<file path="config.mk">
export PLATFORM = sky130hd
export DESIGN_NAME = lpc_reg_write_arbiter
export DESIGN_NICKNAME = d
export VERILOG_FILES = /design/src/rtl/lpc_reg_write_arbiter.sv
export SDC_FILE = /design/constraint.sdc
export NUM_CORES = 1
export LEC_CHECK = 0
export BUFFER_PORTS_ARGS = -buffer_cell sky130_fd_sc_hd__buf_2
export CAP_MARGIN = 20
export CORE_ASPECT_RATIO = 0.75
export CORE_MARGIN = 3
export CORE_UTILIZATION = 45
export CTS_CLUSTER_SIZE = 40
export DETAILED_ROUTE_END_ITERATION = 10
export PLACE_DENSITY = 0.81
export SYNTH_ARGS = -nofsm -noshare
export SYNTH_HDL_FRONTEND = slang
export SYNTH_SLANG_ARGS = --single-unit
</file>
<file path="constraint.sdc">
create_clock -name LpcClock -period 2.3 [get_ports LpcClock]
set_input_delay 0.23 -clock LpcClock [delete_from_list [all_inputs] [get_ports LpcClock]]
set_output_delay 0.23 -clock LpcClock [all_outputs]
set_load 0.02 [all_outputs]
</file>
<file path="src/rtl/lpc_reg_write_arbiter.sv">
// rtl/lpc_reg_write_arbiter.sv - Shares the register-file write port between LPC host writes and round-robin internal requesters
module lpc_reg_write_arbiter #(
  parameter int NREQ = 3,
  parameter int AW   = 8,
  parameter int DW   = 8
) (
  input  logic                 LpcClock,
  input  logic                 PciReset,
  input  logic                 LpcWr,
  input  logic [AW-1:0]        LpcAddr,
  input  logic [DW-1:0]        LpcData,
  input  logic [NREQ-1:0]      ReqValid,
  input  logic [NREQ*AW-1:0]   ReqAddr,
  input  logic [NREQ*DW-1:0]   ReqData,
  output logic [NREQ-1:0]      ReqAck,
  output logic                 RegWr,
  output logic [AW-1:0]        RegAddr,
  output logic [DW-1:0]        RegData,
  output logic                 RegSrcHost,
  output logic [7:0]           DeferCnt
);

  // Index width for requester numbers; one bit minimum so NREQ=1 still elaborates.
  localparam int IW = (NREQ > 1) ? $clog2(NREQ) : 1;
  // One extra bit so pointer + offset can exceed NREQ-1 before wrapping.
  localparam int SW = IW + 1;

  localparam logic [1:0] ST_IDLE  = 2'd0;
  localparam logic [1:0] ST_ARB   = 2'd1;
  localparam logic [1:0] ST_ISSUE = 2'd2;

  // Requester buses unpacked into arrays so the winner can be selected by index.
  logic [AW-1:0] req_addr_a [NREQ];
  logic [DW-1:0] req_data_a [NREQ];

  for (genvar g = 0; g < NREQ; g++) begin : g_unpack
    assign req_addr_a[g] = ReqAddr[g*AW +: AW];
    assign req_data_a[g] = ReqData[g*DW +: DW];
  end

  // State and hold registers.
  logic [1:0]      state_q, state_d;
  logic [IW-1:0]   ptr_q, ptr_d;
  logic [IW-1:0]   win_q, win_d;
  logic [AW-1:0]   hold_addr_q, hold_addr_d;
  logic [DW-1:0]   hold_data_q, hold_data_d;
  logic [7:0]      defer_q, defer_d;

  // Registered outputs.
  logic            reg_wr_q, reg_wr_d;
  logic            reg_src_host_q, reg_src_host_d;
  logic [AW-1:0]   reg_addr_q, reg_addr_d;
  logic [DW-1:0]   reg_data_q, reg_data_d;
  logic [NREQ-1:0] req_ack_q, req_ack_d;

  // Round-robin search results.
  logic            arb_found;
  logic [IW-1:0]   arb_idx;
  logic [SW-1:0]   cand_sum;
  logic [IW-1:0]   cand;
  logic [IW-1:0]   win_next;

  // Pick the first valid requester at or after the pointer, wrapping past NREQ-1.
  always_comb begin
    arb_found = 1'b0;
    arb_idx   = '0;
    cand_sum  = '0;
    cand      = '0;
    for (int i = 0; i < NREQ; i++) begin
      cand_sum = {1'b0, ptr_q} + SW'(i);
      if (cand_sum >= SW'(NREQ)) begin
        cand_sum = cand_sum - SW'(NREQ);
      end
      cand = cand_sum[IW-1:0];
      if (!arb_found && ReqValid[cand]) begin
        arb_found = 1'b1;
        arb_idx   = cand;
      end
    end
  end

  // Pointer value following the current winner, wrapping to zero.
  always_comb begin
    if (win_q == IW'(NREQ - 1)) begin
      win_next = '0;
    end else begin
      win_next = win_q + 1'b1;
    end
  end

  // Host writes pass straight through; internal writes follow IDLE -> ARB -> ISSUE
  // and are pushed back one cycle for every host write landing in ISSUE.
  always_comb begin
    state_d        = state_q;
    ptr_d          = ptr_q;
    win_d          = win_q;
    hold_addr_d    = hold_addr_q;
    hold_data_d    = hold_data_q;
    defer_d        = defer_q;
    reg_wr_d       = 1'b0;
    reg_src_host_d = 1'b0;
    reg_addr_d     = reg_addr_q;
    reg_data_d     = reg_data_q;
    req_ack_d      = '0;

    if (LpcWr) begin
      reg_wr_d       = 1'b1;
      reg_src_host_d = 1'b1;
      reg_addr_d     = LpcAddr;
      reg_data_d     = LpcData;
    end

    case (state_q)
      ST_IDLE: begin
        // Capture commits the request; later ReqValid changes do not cancel it.
        if (!LpcWr && arb_found) begin
          win_d       = arb_idx;
          hold_addr_d = req_addr_a[arb_idx];
          hold_data_d = req_data_a[arb_idx];
          state_d     = ST_ARB;
        end
      end
      ST_ARB: begin
        state_d = ST_ISSUE;
      end
      ST_ISSUE: begin
        if (LpcWr) begin
          if (defer_q != 8'hFF) begin
            defer_d = defer_q + 8'd1;
          end
        end else begin
          reg_wr_d         = 1'b1;
          reg_src_host_d   = 1'b0;
          reg_addr_d       = hold_addr_q;
          reg_data_d       = hold_data_q;
          req_ack_d[win_q] = 1'b1;
          ptr_d            = win_next;
          state_d          = ST_IDLE;
        end
      end
      default: begin
        state_d = ST_IDLE;
      end
    endcase
  end

  // Arbiter state, hold registers and deferral counter.
  always_ff @(posedge LpcClock or negedge PciReset) begin
    if (!PciReset) begin
      state_q     <= ST_IDLE;
      ptr_q       <= '0;
      win_q       <= '0;
      hold_addr_q <= '0;
      hold_data_q <= '0;
      defer_q     <= '0;
    end else begin
      state_q     <= state_d;
      ptr_q       <= ptr_d;
      win_q       <= win_d;
      hold_addr_q <= hold_addr_d;
      hold_data_q <= hold_data_d;
      defer_q     <= defer_d;
    end
  end

  // Register-file write port and acknowledge outputs.
  always_ff @(posedge LpcClock or negedge PciReset) begin
    if (!PciReset) begin
      reg_wr_q       <= 1'b0;
      reg_src_host_q <= 1'b0;
      reg_addr_q     <= '0;
      reg_data_q     <= '0;
      req_ack_q      <= '0;
    end else begin
      reg_wr_q       <= reg_wr_d;
      reg_src_host_q <= reg_src_host_d;
      reg_addr_q     <= reg_addr_d;
      reg_data_q     <= reg_data_d;
      req_ack_q      <= req_ack_d;
    end
  end

  assign RegWr      = reg_wr_q;
  assign RegSrcHost = reg_src_host_q;
  assign RegAddr    = reg_addr_q;
  assign RegData    = reg_data_q;
  assign ReqAck     = req_ack_q;
  assign DeferCnt   = defer_q;

endmodule

</file>
==> key figures <==
Drt
  • Via density: 5.32
  • Total Wirelength: approximately 7.2 mm
  • WL/cell: roughly 16 um
  • # DRC: 0
  • Remaining antenna violation count: 0
  • Initial DRC Count: 79
  • First-pass detailed-route iteration total: 4
  • Vias: 2,348

Layout
  • Final Cell Area: 3680 sq um
  • Layout Area Growth over Synthesis: 34.3%
  • FF/Latch Area: ~1300 sq um
  • Share of cells above drive strength 1: 0.464
  • Antenna diodes: 0
  • Nets: 440
  • Final cell count without fillers: 441
  • Filler cell count: between 400 and 500
  • Area of the multi-input gates: 1450 sq um

Worst setup path
  • Worst Setup SP: ptr_q[0]
  • Crit Path Class: flop to flop
  • CP max-delay cell: dfrtp_1
  • CP Max Fanout: 7
  • R2R depth: 9
  • Worst Path Arrival: 2.53 ns
  • Largest stage delay on the critical path: roughly 0.42 ns
  • R2R Setup Slk: -0.05 ns
  • Worst path buffer plus inverter count: 3
  • Critical path data required time: 2.48 ns
  • CP startpoint kind: flop
  • CP Capture Type: flop
  • Worst path depth: 9
  • Worst r2r src: ptr_q[0]
  • Crit path cell chain: buf_6 > ha_4 > buf_4 > nand2_1 > a21oi_2 > o41ai_4 > buf_6 > mux2_4 > a221o_1
  • CP dominant cell by count: buf_6
  • Critical path's top delay family: compound AO/OA/AOI/OAI gates

Clocking
  • Clk sinks: 51
  • H-tree Lvls: 2
  • CTS tree: built
  • Clock Latency Late Sink: ~0.29 ns
  • Hold buffer count at CTS: 0
  • Clock root cell: clkbuf_8
  • Clock transition at path regs: 0.09 ns
  • CTS Buf Count: 5
  • Clock buffer depth: 2

Power and ir drop
  • Cell Int Power: around 0.0028 W
  • Total Power Consumption: around 0.0045 W
  • Reg power frac: 0.313
  • Leakage: ~1.8 nW
  • Comb pwr share: 0.562
  • Net Sw Frac: 0.378
  • Clock Power Share: 0.125
  • P_sw: ~0.0017 W
  • Max VDD drop: around 0.83 mV
  • PwrDens: 1220 nW/um^2

STA
  • # setup viols final: 16
  • Final Hold Viols: 0
  • Rel. slew slack: 0.570
  • Period utilization: 1.02
  • RSZ-0062 raised after global routing: true
  • Max Slew Vio Count: 0
  • Min Tclk post-route: about 2.3 ns
  • Slew @ Worst Pin: 0.645 ns
  • Clock Skews: 0.00708 ns
  • Setup ws final: -0.0492 ns
  • Fmax: 426 MHz

Floorplan
  • Die area: a little over 7000 sq um
  • Initial Utilization: 0.488
  • Row count: 23
  • Top Ports: slightly below 100
  • Core region area: about 5600 sq um
  • Die H: about 74 um
  • Die width: between 90 and 100 um

Synth
  • Predominant post-synthesis flop cell: dfrtp_1
  • YS warnings: 0
  • Synth Area in Adders: 0.0228
  • Compound-gate portion of the synthesized area: 0.161
  • Distinct cells, synth: 51
  • Multiplexer share of the synthesized area: 0.137
  • Area leader, netlist: dfrtp_1
  • Async SR Flop Fraction: 1.00
  • Largest family of logic cells by synthesized area: compound AO/OA/AOI/OAI gates
  • Xor and xnor area share after synthesis: 0.0224
  • Post-synth EDFFs: 0
  • Largest cells by area after synthesis: dfrtp_1, mux2i_1, a221o_1
  • Sequential share of the synthesized area: 0.466
  • Post-Syn Instances: 246
  • Post-synthesis cell area: roughly 2700 sq um
  • Post-synthesis register bit count: between 50 and 60
  • Post-synthesis simple-gate area fraction: 0.145
  • Syn_area_per_cell: between 10 and 15 sq um
  • Syn_nets: ~320
  • Share of the synthesized area in the top cell type: 0.466

Global routing
  • Grt ovf: 0
  • Initial antenna violation count: 0
  • Largest net degree at the start of global routing: 52
  • Number of global-route vias before repair: 2,373
  • First-pass GRT wire length: approximately 11 mm
  • Overall Global Routing Usage: 0.201

Place
  • Inst Count DP: ~420
  • PortBufs: 98
  • Detailed Place HPWL: about 5.2 mm
  • Final RePlAce weighted congestion: around 0.9
  • Area after DPL: between 3000 and 4000 sq um

Run status
  • Failing checks: negative setup slack
  • Status: finished, violations left

Run
  • Max-Cap Viols: 0

Hold path
  • Worst Hold Class: primary input to async pin
==> sequential cells by signal, indices dropped and copies added (netlist names) <==
register     cells
state_q          2
RegWr            1
win_q            2
hold_addr_q      8
RegSrcHost       1
ptr_q            2
RegData          8
ReqAck           3
DeferCnt         8
hold_data_q      8
RegAddr          8
==> cell families after synthesis <==
logic type / count (synthesis)
fa+ha+maj: 5
flops: 51
compound gates: 57
simple gates: 71
buf+inv: 21
xor+xnor: 7
mux: 34
==> cell usage in the layout, fill, tap and decap left out, types with 2 or more instances in the layout <==
cell type	count
a21oi_1	3
a221o_1	15
a31oi_1	2
and2_1	16
and3_1	4
buf_2	98
buf_4	23
buf_6	4
clkbuf_8	7
dfrtp_1	50
ha_4	4
inv_1	5
inv_2	2
mux2_1	6
mux2_2	2
mux2_4	10
mux2i_1	16
nand2_1	25
nand2b_1	2
nand4_1	3
nor2_1	2
nor2b_1	2
nor2b_2	2
nor4b_1	2
o21ai_0	21
xnor2_1	6
==> per-stage QoR <==
| step | hold WS (ns) | utilization | setup WS, ns | TNS, ns |
|---|---|---|---|---|
| 2_1_floorplan | -0.0656 | - | -0.0832 | -0.787 |
| 5_1_grt | 0.0888 | 0.656 | -0.152 | -1.96 |
| 4_1_cts | 0.0592 | 0.642 | -0.0869 | -0.683 |
| 6_report | 0.0360 | 0.656 | -0.0492 | -0.464 |
| 3_5_place_dp | 0.381 | 0.604 | -0.167 | -2.21 |
| 3_3_place_gp | 0.378 | 0.604 | -0.0739 | -0.975 |
==> power groups by stage <==
| stage | Clock [W] | Sequential (W) | Combinational (W) |
|---|---|---|---|
| floorplan | 0 | 0.00150 | 0.00147 |
| global placement | 0 | 0.00140 | 0.00210 |
| detailed placement | 0 | 0.00141 | 0.00219 |
| CTS | 0.000578 | 0.00140 | 0.00240 |
| global route | 0.000612 | 0.00144 | 0.00274 |
| finish | 0.000561 | 0.00140 | 0.00253 |
==> what timing repair did <==
action / 4_1_cts / 5_1_grt
endpoints found under the setup margin: 17 / 16
setup buffers: 6 / 3
gates resized for setup: 16 / 12
pin swaps: 4 / 4
hold endpoints to repair: 0 / 0
==> synth_stat cells (all sizes together) (3+ instances only) <==
cell type and count:
a21oi 5, a221o 16, nand2 25, nand4 3, inv 7, dfrtp 51, nor2b 4, clkbuf 5
mux2 18, and2 17, buf 9, xnor2 6, and3 5, o21ai 22, nand2b 4, ha 5
mux2i 16
==> area by class of cell <==
class / instances / area share
clock buffer: 7 / 0.0262
tap: 75 / 0.0255
multi-input combinational: 174 / 0.394
clock inverter: 1 / 0.00204
inverter: 7 / 0.00714
timing repair buffer: 126 / 0.198
sequential: 51 / 0.347
==> final timing paths <==
kind	endpoint
max in group asynchronous	ptr_q[1]
min reg2reg	ReqAck[2]
max reg2reg	hold_addr_q[6]
max	hold_addr_q[6]
min in group LpcClock	RegAddr[5]
min	RegData[6]
==> layer usage <==
metal	vias to the layer above	track usage	part of all wire
li1	1128	-	-
met1	1123	0.266	0.44
met2	87	0.342	0.47
met3	10	0.0420	0.077
met4	0	0.0410	0.0094
met5	-	0	0
Note: power is estimated with default switching activity, not from simulation.
